<file path="config.mk">
export PLATFORM = sky130hd
export DESIGN_NAME = inst_fetch_buffer_flat
export DESIGN_NICKNAME = d
export VERILOG_FILES = /design/src/rtl/inst_fetch_buffer_if.sv /design/src/rtl/inst_fetch_buffer.sv /design/src/flat_wrapper.sv
export SDC_FILE = /design/constraint.sdc
export NUM_CORES = 1
export LEC_CHECK = 0
export ABC_AREA = 1
export CAP_MARGIN = 20
export CORE_ASPECT_RATIO = 0.75
export CORE_MARGIN = 2
export CORE_UTILIZATION = 60
export CTS_CLUSTER_DIAMETER = 30
export DETAILED_ROUTE_END_ITERATION = 10
export PLACE_DENSITY = 0.84
export SETUP_SLACK_MARGIN = 0.1
export SLEW_MARGIN = 10
export SYNTH_ARGS = -nofsm -noshare
export SYNTH_HDL_FRONTEND = slang
export SYNTH_SLANG_ARGS = --single-unit
</file>
<file path="constraint.sdc">
create_clock -name clk -period 11.41 [get_ports clk]
set_input_delay 1.7115 -clock clk [delete_from_list [all_inputs] [get_ports clk]]
set_output_delay 1.7115 -clock clk [all_outputs]
set_load 0.05 [all_outputs]
</file>
<file path="src/rtl/inst_fetch_buffer_if.sv">
// Fetch-buffer bundle: ROM fetch port, execute redirect and the {pc, inst} stream to decode.
// master = the fetch buffer itself, slave = ROM/execute/decoder side.
interface inst_fetch_buffer_if;
    logic [31:0] rom_a;
    logic [31:0] rom_inst;
    logic        redirect;
    logic [31:0] redirect_pc;
    logic        ifb_valid;
    logic [31:0] ifb_inst;
    logic [31:0] ifb_pc;
    logic        ifb_ready;
    logic        ifb_vec;

    modport master (
        output rom_a, ifb_valid, ifb_inst, ifb_pc, ifb_vec,
        input  rom_inst, redirect, redirect_pc, ifb_ready
    );

    modport slave (
        input  rom_a, ifb_valid, ifb_inst, ifb_pc, ifb_vec,
        output rom_inst, redirect, redirect_pc, ifb_ready
    );
endinterface

</file>
<file path="src/rtl/inst_fetch_buffer.sv">
// Instruction fetch buffer: sequential prefetch of a combinational ROM into a DEPTH-entry FIFO,
// flushed and re-steered on redirect. Optional vector/AES predecode bit: define IFB_PREDECODE_EN.
module inst_fetch_buffer #(
    parameter int unsigned DEPTH    = 4,
    parameter logic [31:0] RESET_PC = 32'h0000_0000
) (
    input  logic                clk,
    input  logic                clrn,
    inst_fetch_buffer_if.master bus
);
    localparam int unsigned PW = (DEPTH > 1) ? $clog2(DEPTH) : 1;
    localparam int unsigned CW = $clog2(DEPTH + 1);
`ifdef IFB_PREDECODE_EN
    localparam int unsigned EW = 65;
`else
    localparam int unsigned EW = 64;
`endif

    logic [31:0]   fetch_pc_q, fetch_pc_d;
    logic [PW-1:0] rd_ptr_q, rd_ptr_d;
    logic [PW-1:0] wr_ptr_q, wr_ptr_d;
    logic [CW-1:0] count_q, count_d;
    logic [EW-1:0] mem_q [DEPTH];

    logic [31:0]   redirect_pc_al;
    logic          head_valid;
    logic          pop;
    logic          push;
    logic          wr_en;
    logic [PW-1:0] wr_addr;
    logic [EW-1:0] wr_entry;
    logic [EW-1:0] head_entry;

`ifdef IFB_PREDECODE_EN
    // OP-V, AES custom-2, or LOAD-FP/STORE-FP with a vector width encoding.
    function automatic logic is_vec_inst(input logic [31:0] w);
        logic [2:0] f3;
        f3 = w[14:12];
        case (w[6:0])
            7'b1010111, 7'b1011011: is_vec_inst = 1'b1;
            7'b0000111, 7'b0100111: is_vec_inst = (f3 == 3'b000) || (f3 >= 3'b101);
            default:                is_vec_inst = 1'b0;
        endcase
    endfunction
`endif

    assign redirect_pc_al = bus.redirect_pc & 32'hFFFF_FFFC;
    assign bus.rom_a      = bus.redirect ? redirect_pc_al : fetch_pc_q;

    assign head_valid = (count_q != '0);
    assign pop        = head_valid & bus.ifb_ready & ~bus.redirect;
    assign push       = ~bus.redirect & ((count_q < CW'(DEPTH)) | pop);

    // A redirect always lands in slot 0 of a freshly emptied FIFO.
    assign wr_en   = bus.redirect | push;
    assign wr_addr = bus.redirect ? '0 : wr_ptr_q;

    // rom_a already equals the pc of whatever is being written this cycle.
`ifdef IFB_PREDECODE_EN
    assign wr_entry = {is_vec_inst(bus.rom_inst), bus.rom_a, bus.rom_inst};
`else
    assign wr_entry = {bus.rom_a, bus.rom_inst};
`endif

    always_comb begin
        fetch_pc_d = fetch_pc_q;
        rd_ptr_d   = rd_ptr_q;
        wr_ptr_d   = wr_ptr_q;
        count_d    = count_q;
        if (bus.redirect) begin
            fetch_pc_d = redirect_pc_al + 32'd4;
            rd_ptr_d   = '0;
            wr_ptr_d   = PW'(1);
            count_d    = CW'(1);
        end else begin
            if (push) begin
                fetch_pc_d = fetch_pc_q + 32'd4;
                wr_ptr_d   = wr_ptr_q + PW'(1);
            end
            if (pop) begin
                rd_ptr_d = rd_ptr_q + PW'(1);
            end
            count_d = count_q + CW'(push) - CW'(pop);
        end
    end

    always_ff @(posedge clk or negedge clrn) begin
        if (!clrn) begin
            fetch_pc_q <= RESET_PC;
            rd_ptr_q   <= '0;
            wr_ptr_q   <= '0;
            count_q    <= '0;
        end else begin
            fetch_pc_q <= fetch_pc_d;
            rd_ptr_q   <= rd_ptr_d;
            wr_ptr_q   <= wr_ptr_d;
            count_q    <= count_d;
        end
    end

    // Storage needs no reset: the head is masked to zero whenever count is zero.
    always_ff @(posedge clk) begin
        if (wr_en) begin
            mem_q[wr_addr] <= wr_entry;
        end
    end

    assign head_entry    = mem_q[rd_ptr_q];
    assign bus.ifb_valid = head_valid;
    assign bus.ifb_inst  = head_valid ? head_entry[31:0]  : 32'd0;
    assign bus.ifb_pc    = head_valid ? head_entry[63:32] : 32'd0;
`ifdef IFB_PREDECODE_EN
    assign bus.ifb_vec   = head_valid & head_entry[64];
`else
    assign bus.ifb_vec   = 1'b0;
`endif

endmodule

</file>
<file path="src/flat_wrapper.sv">
// flat-port wrapper written by rule: the top's interface ports become plain ports
module inst_fetch_buffer_flat 
#(
    parameter int unsigned DEPTH    = 4,
    parameter logic [31:0] RESET_PC = 32'h0000_0000
)
  (clk, clrn, bus_rom_a, bus_ifb_valid, bus_ifb_inst, bus_ifb_pc, bus_ifb_vec, bus_rom_inst, bus_redirect, bus_redirect_pc, bus_ifb_ready);
  inst_fetch_buffer_if bus_i ();
  input  logic clk;
  input  logic clrn;
  output wire logic [$bits(bus_i.rom_a)-1:0] bus_rom_a;
  output wire logic [$bits(bus_i.ifb_valid)-1:0] bus_ifb_valid;
  output wire logic [$bits(bus_i.ifb_inst)-1:0] bus_ifb_inst;
  output wire logic [$bits(bus_i.ifb_pc)-1:0] bus_ifb_pc;
  output wire logic [$bits(bus_i.ifb_vec)-1:0] bus_ifb_vec;
  input wire logic [$bits(bus_i.rom_inst)-1:0] bus_rom_inst;
  input wire logic [$bits(bus_i.redirect)-1:0] bus_redirect;
  input wire logic [$bits(bus_i.redirect_pc)-1:0] bus_redirect_pc;
  input wire logic [$bits(bus_i.ifb_ready)-1:0] bus_ifb_ready;
  assign bus_rom_a = bus_i.rom_a;
  assign bus_ifb_valid = bus_i.ifb_valid;
  assign bus_ifb_inst = bus_i.ifb_inst;
  assign bus_ifb_pc = bus_i.ifb_pc;
  assign bus_ifb_vec = bus_i.ifb_vec;
  assign bus_i.rom_inst = bus_rom_inst;
  assign bus_i.redirect = bus_redirect;
  assign bus_i.redirect_pc = bus_redirect_pc;
  assign bus_i.ifb_ready = bus_ifb_ready;
  inst_fetch_buffer #(.DEPTH(DEPTH), .RESET_PC(RESET_PC)) u_core (.clk(clk), .clrn(clrn), .bus(bus_i));
endmodule
</file>
==> impl_metrics.py <==
metrics = {
    "die": {
        "die_area_um2": 22250,
        "die_h_um": 129.7,
        "coreArea_um2": 20440,
        "initial_core_util_pct": 61.82,
        "top_level_ports": 166,
        "rows": 45,
        "die_x_um": 171.6,
    },
    "clock_tree": {
        "cts_setup_buffers": 0,
        "cts_buffers": 42,
        "insertion_delay_ps": 520,
        "ctsHtreeMaxLevel": 2,
        "cts.sinks": 285,
        "clockBufferDepth": 3,
        "cts_resized": 0,
        "cts_tree": "built",
        "cts.clk_slew.worst_paths_ps": 60,
        "cts_hold_buf": 0,
        "cts-root-buf": "clkbuf_16",
    },
    "timing": {
        "setup_viol": 0,
        "fin_crit_ps": 5936,
        "slew_violations": 0,
        "setup_tns_ps": 0,
        "fin_crit_sh_pct": 52.02,
        "maxClockFrequency_ghz": 0.1685,
        "hold_viol": 0,
        "max_slew_margin_pct": 34.36,
        "skew_ps": 21.82,
        "rsz0062_at_grt": "false",
        "max_slew.worst_pin.slew_ps": 984.6,
    },
    "route": {
        "wire_per_inst_um": 18.00,
        "dr.pass1.iters": 5,
        "vias_per_cell": 5.642,
        "drt_iter0_drc": 1093,
        "remaining_drc_errors": 0,
        "wl_mm": 30.84,
        "dr_total_vias": 9664,
        "ant_nets": 0,
    },
    "power_and_ir_drop": {
        "power.share.clock_pct": 31.0,
        "p_leak_uw": 0.006009,
        "seqPwrFrac_pct": 34.0,
        "comb_power_share_pct": 35.0,
        "power.internal_uw": 2608,
        "ir_drop_mv": 0.1330,
        "power_switching_uw": 1590,
        "power_density_nw_per_um2": 265.7,
        "p_total_uw": 4198,
        "switching_share_pct": 37.88,
    },
    "global_routing": {
        "grt_max_degree": 93,
        "overflow": 0,
        "first_global_vias": 9351,
        "grt_antenna_before_repair": 0,
        "grt_pass1_wl_mm": 47.71,
        "grtUsageTotal_pct": 27.94,
    },
    "placed_design": {
        "numPortBuffers": 158,
        "place_hpwl_mm": 17.22,
        "gp_congestion": 0.9573,
        "placedInstanceArea_um2": 14350,
    },
    "critical_path": {
        "arrival_ps": 4220,
        "required_ps": 9700,
        "crit_start": "bus_redirect",
        "r2r-start": "u_core.count_q[2]",
        "worstSetupEndpointType": "output pin",
        "critPathKind": "in2out",
        "crit_fanout": 62,
        "crit_path_start_kind": "input port",
    },
    "status": {
        "outcome": "finished, final reports clean",
    },
    "final_layout": {
        "drive_gt1_share_pct": 9.783,
        "final_area_um2": 15800,
        "syn_to_final_growth_pct": 25.04,
        "finalNetCount": 1470,
        "diodes": 0,
        "fin_util_pct": 77.30,
    },
    "yosys": {
        "ys_seq_area_share_pct": 66.27,
        "postSynthCellCount": 1248,
        "syn_avg_cell_area_um2": 10.12,
        "synth-seq-cells": 285,
        "synth_top_cell_area_share_pct": 58.94,
        "synth_top_cell_by_area": "edfxtp_1",
        "synthDistinctLibCells": 32,
        "synth_area_leaders": "edfxtp_1 59%, nor2_1 8.7%, dfrtp_1 7.3%, nand2_1 6.8%, o21ai_0 5.3%",
        "yosys_warnings": 0,
        "synthesis.area_um2": 12630,
    },
    "run": {
        "drv_cap": 0,
    },
    "hold_path": {
        "hp-start": "u_core.fetch_pc_q[27]",
        "holdCritPathClass": "reg2reg",
    },
}
[layout make-up]
cell class | count | area (µm²)
clock buffer | 50 | 1134
clock inverter | 27 | 311.5
fill | 1246 | 4639
inverter | 59 | 225.2
multi-input combinational | 841 | 3739
sequential | 285 | 8378
tap | 282 | 352.8
timing repair buffer | 169 | 1659
[cell usage in the layout (no fill, tap or decap), types with 3 or more instances in the layout]
master	Yosys	layout
a21oi_1	66	66
buf_4	7	11
bufinv_16	0	5
clkbuf_1	39	5
clkbuf_16	0	44
clkdlybuf4s50_1	0	157
clkinv_2	0	6
clkinvlp_4	0	6
conb_1	1	5
dfrtp_1	37	35
edfxtp_1	248	248
ha_1	3	3
inv_1	54	53
inv_2	4	4
inv_6	0	6
nand2_1	229	229
nand2_2	20	20
nand3_1	36	36
nor2_1	294	292
nor2_2	8	8
nor2_4	5	7
nor3_1	5	3
o21ai_0	135	135
o21ai_1	12	12
o21ai_2	9	9
or2_2	4	4
xor2_1	3	3
[logic make-up after synthesis]
group	Yosys count	share of synthesized area, %
DFF	285	66.27
adders and majority gates	4	0.4556
other	1	0.02968
and+or+nand+nor	603	19.29
xor gates and xnor gates	4	0.2773
AOI/OAI and AO/OA	225	9.220
buffers and inverters	126	4.456
[Yosys cell counts, drive strengths merged]
master and n:
o21bai 1, conb 1, fa 1, ha 3
xor2 3, o21ai 156, clkbuf 39, nand2 249
nand4 1, dfrtp 37, a21oi 66, nand3 36
nor2 307, xnor2 1, nor3 5, a31oi 1
and3 1, or2 4, o22ai 1, buf 28
edfxtp 248, inv 59
[power by group through the flow]
stage,registers [µW],logic [µW],clock network [µW]
2_1_floorplan,1430,979,0
3_3_place_gp,1430,1430,0
3_5_place_dp,1440,1450,0
4_1_cts,1420,1470,1310
5_1_grt,1440,1560,1360
6_report,1430,1470,1300
[registers in the layout, indices dropped and copies added, names as in the netlist]
signal / cells
u_core.mem_q: 248
u_core.fetch_pc_q: 30
u_core.count_q: 3
u_core.wr_ptr_q: 2
u_core.rd_ptr_q: 2
[worst max-delay path, cell delays in order]
cell             delay, ps
buf_2                   70
buf_4                  580
inv_4                  350
or2_2                  400
o21ai_0                120
inv_1                  190
clkdlybuf4s50_1        780
[worst paths after layout]
kind                                          to  slack [ps]  cells after the start
setup reg to reg             u_core.mem_q[2][62]        8440                      6
hold / removal             u_core.fetch_pc_q[27]         480                      2
min in group asynchronous  u_core.fetch_pc_q[21]        1650                      2
setup / recovery                   bus_rom_a[31]        5470                      7
max in group asynchronous     u_core.rd_ptr_q[0]        9360                      2
hold reg to reg            u_core.fetch_pc_q[27]         480                      2
[metrics by stage]
stage / worst slack (ps) / cells / hold slack [ps]
after floorplan: 4287 / 1252 / 443.8
after global placement: 5619 / 1636 / 461.3
after detailed placement: 5575 / 1636 / 466.0
after CTS: 5550 / 1713 / 481.4
after global routing: 5311 / 1713 / 493.3
final: 5474 / 1713 / 479.9
[metal layers]
layer / GRT usage (%) / vias to the layer above / part of all wire [%]
li1: - / 4518 / -
met2: 46.75 / 503 / 48
met4: 9.023 / 0 / 2.0
met3: 5.620 / 53 / 9.3
met5: 0 / - / 0
met1: 37.24 / 4590 / 41
No activity file was read; power rests on OpenSTA's default activity.
